===== src/rtl/ram_reader.sv =====
// ram_reader
//   Sweeps S-RAM addresses 0..DEPTH-1 in ascending order after a start request.
//   It tags each read with a latency-matched valid pipeline and queues the returned
//   bytes in a small FIFO. The bytes leave on a valid/ready stream. When CHECK_ID is
//   set, each accepted byte is compared against its own address (the identity
//   permutation S[i]==i). The first mismatch is latched.
//
// Ports
//   clk         in   system clock, rising edge
//   reset       in   asynchronous active-high reset
//   start       in   level request; a run begins on its rising edge while idle,
//                    and dropping it mid-run aborts the run
//   address     out  RAM read address (low 8 bits of the read pointer)
//   ram_out     in   RAM read data, valid READ_LATENCY clocks after the address
//   data_out    out  streamed byte, S[i] in ascending i
//   data_valid  out  data_out holds a byte
//   data_ready  in   consumer accepts on data_valid && data_ready at a clock edge
//   finished    out  all DEPTH bytes accepted; held while start stays high
//   error       out  sticky identity-check failure flag
//   error_addr  out  address of the first mismatching byte
module ram_reader #(
    parameter int DEPTH        = 256,
    parameter int READ_LATENCY = 1,
    parameter bit CHECK_ID     = 1'b1
) (
    input  logic       clk,
    input  logic       reset,
    input  logic       start,
    output logic [7:0] address,
    input  logic [7:0] ram_out,
    output logic [7:0] data_out,
    output logic       data_valid,
    input  logic       data_ready,
    output logic       finished,
    output logic       error,
    output logic [7:0] error_addr
);

    localparam int         FIFO_DEPTH = READ_LATENCY + 1;
    localparam logic [8:0] LAST_PTR   = 9'(DEPTH);
    localparam logic [3:0] CAPACITY   = 4'(FIFO_DEPTH);

    typedef enum logic [1:0] {
        ST_IDLE  = 2'd0,
        ST_READ  = 2'd1,
        ST_DRAIN = 2'd2,
        ST_DONE  = 2'd3
    } state_t;

    function automatic logic [3:0] count_ones(input logic [3:0] bits);
        logic [3:0] total;
        total = 4'd0;
        for (int i = 0; i < 4; i++) begin
            total = total + {3'b000, bits[i]};
        end
        return total;
    endfunction

    function automatic logic id_mismatch(input logic [7:0] data, input logic [7:0] addr);
        return (data != addr);
    endfunction

    state_t                           state_r;
    state_t                           state_s;
    logic                             start_q_r;
    logic [8:0]                       rd_ptr_r;
    logic [READ_LATENCY-1:0]          pipe_vld_r;
    logic [READ_LATENCY-1:0][7:0]     pipe_addr_r;
    logic [FIFO_DEPTH-1:0]            fifo_vld_r;
    logic [FIFO_DEPTH-1:0][7:0]       fifo_data_r;
    logic [FIFO_DEPTH-1:0][7:0]       fifo_addr_r;
    logic [FIFO_DEPTH-1:0]            shift_vld_s;
    logic [FIFO_DEPTH-1:0][7:0]       shift_data_s;
    logic [FIFO_DEPTH-1:0][7:0]       shift_addr_s;
    logic [FIFO_DEPTH-1:0]            fifo_vld_s;
    logic [FIFO_DEPTH-1:0][7:0]       fifo_data_s;
    logic [FIFO_DEPTH-1:0][7:0]       fifo_addr_s;
    logic                             finished_r;
    logic                             error_r;
    logic [7:0]                       error_addr_r;

    logic                             start_rise_s;
    logic                             pop_s;
    logic                             ret_vld_s;
    logic [7:0]                       ret_addr_s;
    logic [3:0]                       inflight_s;
    logic [3:0]                       fifo_cnt_s;
    logic [3:0]                       occupancy_s;
    logic [3:0]                       wr_idx_s;
    logic                             abort_s;
    logic                             issue_s;

    assign start_rise_s = start & ~start_q_r;
    assign pop_s        = fifo_vld_r[0] & data_ready;
    assign ret_vld_s    = pipe_vld_r[READ_LATENCY-1];
    assign ret_addr_s   = pipe_addr_r[READ_LATENCY-1];
    assign inflight_s   = count_ones({{(4-READ_LATENCY){1'b0}}, pipe_vld_r});
    assign fifo_cnt_s   = count_ones({{(4-FIFO_DEPTH){1'b0}}, fifo_vld_r});
    // The byte leaving the FIFO this clock frees its slot. Crediting it keeps
    // one byte per clock flowing with only READ_LATENCY+1 entries, and the
    // FIFO plus in-flight reads still never exceed capacity.
    assign occupancy_s  = fifo_cnt_s + inflight_s - {3'b000, pop_s};
    assign wr_idx_s     = fifo_cnt_s - {3'b000, pop_s};
    assign abort_s      = ((state_r == ST_READ) || (state_r == ST_DRAIN)) && !start;
    assign issue_s      = (state_r == ST_READ) && start && (rd_ptr_r < LAST_PTR) &&
                          (occupancy_s < CAPACITY);

    // Next-state selection for the sweep controller.
    always_comb begin
        state_s = state_r;
        case (state_r)
            ST_IDLE: begin
                if (start_rise_s) begin
                    state_s = ST_READ;
                end else begin
                    state_s = ST_IDLE;
                end
            end
            ST_READ: begin
                if (!start) begin
                    state_s = ST_IDLE;
                end else if (rd_ptr_r == LAST_PTR) begin
                    state_s = ST_DRAIN;
                end else begin
                    state_s = ST_READ;
                end
            end
            ST_DRAIN: begin
                if (!start) begin
                    state_s = ST_IDLE;
                end else if ((inflight_s == 4'd0) && (fifo_cnt_s == 4'd0)) begin
                    state_s = ST_DONE;
                end else begin
                    state_s = ST_DRAIN;
                end
            end
            ST_DONE: begin
                if (!start) begin
                    state_s = ST_IDLE;
                end else begin
                    state_s = ST_DONE;
                end
            end
            default: begin
                state_s = ST_IDLE;
            end
        endcase
    end

    // State register, start edge detector and finished flag.
    always_ff @(posedge clk or posedge reset) begin
        if (reset) begin
            state_r    <= ST_IDLE;
            start_q_r  <= 1'b0;
            finished_r <= 1'b0;
        end else begin
            state_r    <= state_s;
            start_q_r  <= start;
            finished_r <= (state_s == ST_DONE);
        end
    end

    // Read pointer: restarts at 0 on a new run and advances once per issued read.
    always_ff @(posedge clk or posedge reset) begin
        if (reset) begin
            rd_ptr_r <= 9'd0;
        end else if ((state_r == ST_IDLE) && start_rise_s) begin
            rd_ptr_r <= 9'd0;
        end else if (issue_s) begin
            rd_ptr_r <= rd_ptr_r + 9'd1;
        end
    end

    // Issue-valid shift register; its last stage marks ram_out as a live return.
    always_ff @(posedge clk or posedge reset) begin
        if (reset) begin
            pipe_vld_r  <= '0;
            pipe_addr_r <= '0;
        end else if (abort_s) begin
            pipe_vld_r  <= '0;
        end else begin
            pipe_vld_r[0]  <= issue_s;
            pipe_addr_r[0] <= rd_ptr_r[7:0];
            for (int i = 1; i < READ_LATENCY; i++) begin
                pipe_vld_r[i]  <= pipe_vld_r[i-1];
                pipe_addr_r[i] <= pipe_addr_r[i-1];
            end
        end
    end

    // FIFO entries after an optional pop: everything moves one slot toward the head.
    always_comb begin
        shift_vld_s  = fifo_vld_r;
        shift_data_s = fifo_data_r;
        shift_addr_s = fifo_addr_r;
        if (pop_s) begin
            for (int i = 0; i < FIFO_DEPTH - 1; i++) begin
                shift_vld_s[i]  = fifo_vld_r[i+1];
                shift_data_s[i] = fifo_data_r[i+1];
                shift_addr_s[i] = fifo_addr_r[i+1];
            end
            shift_vld_s[FIFO_DEPTH-1] = 1'b0;
        end else begin
            shift_vld_s  = fifo_vld_r;
            shift_data_s = fifo_data_r;
            shift_addr_s = fifo_addr_r;
        end
    end

    // FIFO next contents: the returning byte lands right behind the last kept entry.
    always_comb begin
        fifo_vld_s  = shift_vld_s;
        fifo_data_s = shift_data_s;
        fifo_addr_s = shift_addr_s;
        for (int i = 0; i < FIFO_DEPTH; i++) begin
            fifo_vld_s[i]  = abort_s ? 1'b0 :
                             ((ret_vld_s && (wr_idx_s == 4'(i))) ? 1'b1 : shift_vld_s[i]);
            fifo_data_s[i] = (ret_vld_s && (wr_idx_s == 4'(i))) ? ram_out : shift_data_s[i];
            fifo_addr_s[i] = (ret_vld_s && (wr_idx_s == 4'(i))) ? ret_addr_s : shift_addr_s[i];
        end
    end

    // FIFO storage; slot 0 is the head and drives the output port directly.
    always_ff @(posedge clk or posedge reset) begin
        if (reset) begin
            fifo_vld_r  <= '0;
            fifo_data_r <= '0;
            fifo_addr_r <= '0;
        end else begin
            fifo_vld_r  <= fifo_vld_s;
            fifo_data_r <= fifo_data_s;
            fifo_addr_r <= fifo_addr_s;
        end
    end

    // Identity check: only the first mismatching accepted byte is recorded.
    always_ff @(posedge clk or posedge reset) begin
        if (reset) begin
            error_r      <= 1'b0;
            error_addr_r <= 8'd0;
        end else if ((state_r == ST_IDLE) && start_rise_s) begin
            error_r      <= 1'b0;
            error_addr_r <= 8'd0;
        end else if (CHECK_ID && pop_s && !error_r &&
                     id_mismatch(fifo_data_r[0], fifo_addr_r[0])) begin
            error_r      <= 1'b1;
            error_addr_r <= fifo_addr_r[0];
        end
    end

    assign address    = rd_ptr_r[7:0];
    assign data_out   = fifo_data_r[0];
    assign data_valid = fifo_vld_r[0];
    assign finished   = finished_r;
    assign error      = error_r;
    assign error_addr = error_addr_r;

endmodule


===== config.mk =====
export PLATFORM = sky130hd
export DESIGN_NAME = ram_reader
export DESIGN_NICKNAME = d
export VERILOG_FILES = /design/src/rtl/ram_reader.sv
export SDC_FILE = /design/constraint.sdc
export NUM_CORES = 1
export LEC_CHECK = 0
export ABC_AREA = 1
export CORE_MARGIN = 8
export CORE_UTILIZATION = 30
export DETAILED_ROUTE_END_ITERATION = 8
export REMOVE_ABC_BUFFERS = 1
export SLEW_MARGIN = 15
export SYNTH_ARGS = -nofsm -noshare
export SYNTH_HDL_FRONTEND = slang
export SYNTH_SLANG_ARGS = --single-unit

===== constraint.sdc =====
create_clock -name clk -period 2.5 [get_ports clk]
set_clock_uncertainty 0.2 [all_clocks]
set_input_delay 0.25 -clock clk [delete_from_list [all_inputs] [get_ports clk]]
set_output_delay 0.25 -clock clk [all_outputs]
set_load 0.1 [all_outputs]

[Yosys cells after proc, flatten, opt, wreduce, memory -nomap -nowiden]
Index checks and enable logic that the tools add are counted.
Operators by class
  $lt $le $gt $ge: 2
  reductions and logical operators: 22
  equal/unequal tests: 7
  bitwise operators: 3
  add/sub/neg operators: 5
  multiplexer cells: 23
Operator list (number)
  8-bit 2-to-1 mux: 6
  9-bit 2-to-1 mux: 2
  4-bit logical NOT: 3
  1-bit logical AND: 10
  2-bit 2-to-1 mux: 5
  9-bit by 1-bit adder with 9-bit output, second input constant: 1
  9-bit equality test, second input constant: 1
  9-bit less-than comparator, second input constant: 1
  1-bit 2-to-1 mux: 9
  8-bit inequality test: 1
  2-bit one-hot mux with 4 select lines: 1
  2-bit equality test, second input constant: 3
  2-bit nonzero test: 3
  3-bit nonzero test: 2
  4-bit by 1-bit equality test with 1-bit output, second input constant: 1
  4-bit by 2-bit less-than comparator with 1-bit output, second input constant: 1
  3-bit by 1-bit subtractor with 4-bit output: 1
  2-bit by 1-bit adder with 3-bit output: 1
  2-bit by 1-bit subtractor with 3-bit output: 1
  1-bit by 1-bit adder with 2-bit output: 1
  1-bit bitwise AND: 2
  2-bit by 1-bit equality test with 1-bit output, second input constant: 1
  1-bit logical NOT: 2
  2-bit logical NOT: 1
  other kinds (2): 2
Storage, ports and cells
  bits in registers: 65
  logic and storage cells: 76
  output and inout bits: 27

[Logic depth before layout (Yosys ltp)]
  depth in word-level cells: 7
  gate-level depth with buffers: 13

[Worst setup path before layout]
OpenSTA, ideal clock, no wires.
  path type: register to register
  start point: register fifo_vld_r[0]
  end point: register rd_ptr_r[5]
  data arrival time: 2.812 ns
  library setup time: 0.122 ns
  cell stages (with the launch flop): 14
  setup slack: -0.634 ns
  buffers on the path: 1
  cell sequence: dfrtp_1 > nand2_1 > inv_2 > buf_2 > ha_1 > ha_1 > inv_1 > ha_1 > nor2_2 > nand3_4 > nor2_2 > nand3_1 > nand2_1 > a21oi_1
On the way
  longest elaborated chain between the ends: 6
RTL lines
  from (decl): RTL line 69  | logic [FIFO_DEPTH-1:0] fifo_vld_r;
  from (signal assigned): RTL line 230  | fifo_vld_r <= fifo_vld_s;
  1-bit by 1-bit adder with 2-bit output: RTL line 54  | total = total + {3'b000, bits[i]};
  2-bit by 1-bit adder with 3-bit output: RTL line 102  | assign occupancy_s = fifo_cnt_s + inflight_s - {3'b000, pop_s};
  3-bit by 1-bit subtractor with 4-bit output *: RTL line 102
  4-bit by 2-bit less-than comparator with 1-bit output *: RTL line 106  | (occupancy_s < CAPACITY);
  1-bit logical AND *: RTL line 105  | assign issue_s = (state_r == ST_READ) && start && (rd_ptr_r < LAST_PTR) &&
  2-bit nonzero test (no source line) *
  to (signal assigned): RTL line 170  | rd_ptr_r <= rd_ptr_r + 9'd1;
  to (decl): RTL line 66  | logic [8:0] rd_ptr_r;
Every way passes the cells marked *; elsewhere a longest branch is shown, timed or not.
A chain may end at the register's enable or synchronous reset.

[Worst setup path after layout]
  start point: register fifo_vld_r[1]
  end point: register rd_ptr_r[5]
On the way
  longest elaborated chain between the ends: 6
RTL lines (RTL line)
  1-bit by 1-bit adder with 2-bit output: 54
  2-bit by 1-bit adder with 3-bit output: 102
  3-bit by 1-bit subtractor with 4-bit output: 102
  4-bit by 2-bit less-than comparator with 1-bit output: 106
  1-bit logical AND: 105
  2-bit nonzero test (no source line)
No other way between the ends.

==> out/results.tsv <==
stage	metric	value	unit
routing	drcViolationCount	0	
synthesis	yosysSeqAreaShare	49.4	%
routing	avgViaCountPerCell	4.65	
synthesis	synth-edff-count	0	
timing	setup_ws	0.115	ns
hold_path	hp-class	input port to asynchronous set/reset pin	
global_routing	grt_pass1_wl	13100	um
timing	slew_viol_final	0	
synthesis	ys_seq_elements	65	
cts	clk_pin_slew	0.08	ns
placed_design	dp_hpwl	5200	um
routing	drt_iter0_drc	171	
routing	drt_wl_total	7460	um
floorplanning	dieArea	0.0146	mm^2
synthesis	synth_warnings	0	
floorplanning	fp.dieW	121	um
timing	finalSetupTns	0	ns
synthesis	synth.cell_area	0.00329	mm^2
global_routing	antenna_found_initial	0	
floorplanning	core-area	0.0108	mm^2
routing	num_vias	2526	
power	ir_drop	345	uV
timing	post-route-period-util	95.4	%
finish	diodes	0	
placed_design	place_area	0.00371	mm^2
critical_path	crit_type	flip-flop to flip-flop	
floorplanning	die_h	121	um
global_routing	globalRouteOverflowTotal	0	
finish	postLayoutCellArea	0.00397	mm^2
synthesis	async_flop_share	100	%
cts	cts_buffers	9	
power	total_power	4160	uW
cts	cts_tree	yes	
global_routing	grt_pass1_vias	2618	
critical_path	endpoint_kind	flip-flop	
critical_path	critPathMaxFanout	4	
placed_design	gp_congestion	0.777	
global_routing	grt_usage	11.1	%
finish	nNetsFinal	421	
floorplanning	row_count	38	
timing	period_minus_slack	2.38	ns
cts	clock_latency	0.35	ns
flow_run	maxCapViolations	0	
placed_design	io_buffers	38	
synthesis	syn_inst	367	
timing	relSlewSlack	67.9	%
cts	postCtsHoldBufs	0	
cts	htree_levels	3	
critical_path	worst_ep_required_time	2.53	ns
placed_design	dpl.cell_count	526	
synthesis	yosysUniqueCellTypes	31	
routing	post_drt_wl_per_cell	13.7	um
critical_path	worstPathArrival	2.42	ns
cts	clockBufferDepth	2	
critical_path	critPathLaunchType	flip-flop	
synthesis	ys.flop_type	dfrtp_1	
routing	dr.pass1.iters	6	
synthesis	syn_area_per_cell	8.98	um^2
cts	cts.sinks	65	
timing	hold_viol_final	0	
finish	drive_gt1_share	21.8	%
finish	stdcell_count	543	
global_routing	grt_max_degree	66	
timing	tightest_slew	0.481	ns
placed_design	dpl_worst_slack	-0.0971	ns
timing	setup_viol	0	
floorplanning	pin_count	39	
timing	max_freq	419	MHz
power	p_per_area	1050	mW/mm^2
power	p_leak	0.00190	uW
status	run_status	completed	
floorplanning	start_util	30.5	%
routing	detail-route-antenna-nets	0	
finish	syn2layout_area_growth	20.5	%
cts	clockRootBuffer	clkbuf_8	
metal layers:
metal | wire length, um | global-route usage, % | vias to the layer above
li1 | - | - | 1257
met1 | 3470 | 13.8 | 1215
met2 | 3490 | 17.7 | 46
met3 | 408 | 3.40 | 8
met4 | 89 | 3.90 | 0
met5 | 0 | 0 | -
cells in the mapped netlist, drive strengths merged (2+ instances only):
library cell | n | area [um^2]
dfrtp | 65 | 1630
nand3 | 41 | 268
o221ai | 10 | 87.6
inv | 54 | 203
clkbuf | 2 | 8.75
buf | 26 | 169
nor2 | 13 | 83.8
nand4 | 10 | 62.6
o211ai | 6 | 45.0
ha | 11 | 138
xnor2 | 3 | 26.3
o21ai | 33 | 165
a21oi | 9 | 52.6
nand2 | 80 | 334
where the power goes:
group / total (uW) / leakage (uW) / switching [uW] / internal [uW]
clock network: 1010 / 0.000113 / 425 / 588
logic: 1690 / 0.000910 / 1250 / 441
registers: 1450 / 0.000877 / 179 / 1270
critical path: stages (launching register included):
cell and delay [ns]:
dfrtp_1 0.37, inv_2 0.04, ha_1 0.26, inv_1 0.05
ha_2 0.18, ha_1 0.31, inv_2 0.07, ha_4 0.20
nor2_4 0.11, nand3_4 0.12, nor2_4 0.17, nand3_2 0.08
nand2_1 0.06, a21oi_1 0.04
final cells by class:
| type | count | area [um^2] |
|---|---|---|
| Fill cell | 1081 | 6820 |
| Sequential cell | 65 | 1630 |
| Multi-Input combinational cell | 219 | 1310 |
| Timing Repair Buffer | 48 | 425 |
| Inverter | 55 | 209 |
| Tap cell | 140 | 175 |
| Clock buffer | 11 | 141 |
| Clock inverter | 5 | 78.8 |
cell usage in the layout, fill, tap and decap left out, drive strengths merged, types with 2 or more instances in the layout:
master	count
nand3	41
inv	55
a21oi	9
o211ai	6
clkbuf	11
ha	11
o221ai	10
dfrtp	65
o21ai	33
clkinv	3
nor2	13
xnor2	3
bufinv	2
buf	37
clkdlybuf4s50	11
nand4	10
nand2	80
worst paths after layout:
kind | startpoint | endpoint | slack (ns) | cells after the start
min in group clk | start | start_q_r | 0.24 | 1
setup / recovery | fifo_vld_r[1] | rd_ptr_r[5] | 0.12 | 13
setup reg to reg | fifo_vld_r[1] | rd_ptr_r[5] | 0.12 | 13
hold reg to reg | fifo_data_r[12] | fifo_data_r[12] | 0.29 | 2
hold / removal | reset | error_addr[5] | 0.1 | 3
max in group asynchronous | reset | fifo_addr_r[12] | 1.72 | 3
state kept, by name, summed over array words and instances (netlist names):
| name | count |
|---|---|
| data_out | 8 |
| finished | 1 |
| start_q_r | 1 |
| error | 1 |
| error_addr | 8 |
| fifo_addr_r | 16 |
| pipe_vld_r | 1 |
| state_r | 2 |
| rd_ptr_r | 9 |
| fifo_vld_r | 2 |
| pipe_addr_r | 8 |
| fifo_data_r | 8 |
what timing repair did:
action                                  in CTS  in global routing
endpoints found under the setup margin       2                  9
cloned                                       0                  0
buffers inserted                             0                  1
pin swaps                                    1                  6
resized for setup                            1                  8
per-stage QoR:
| step | hold slack (ns) | utilization, % |
|---|---|---|
| 5_1_grt | 0.126 | 36.8 |
| 3_3_place_gp | 0.267 | 34.4 |
| 2_1_floorplan | 0.0814 | - |
| 4_1_cts | 0.106 | 36.5 |
| 3_5_place_dp | 0.275 | 34.4 |
| 6_report | 0.0978 | 36.8 |
cells by family after synthesis:
family,Yosys count,synth area share [%]
compound gates,59,10.9
flops,65,49.4
fa+ha+maj,11,4.18
simple gates,146,23.1
xor+xnor,3,0.798
buf+inv,83,11.7
Note: power is estimated with default switching activity, not from simulation.
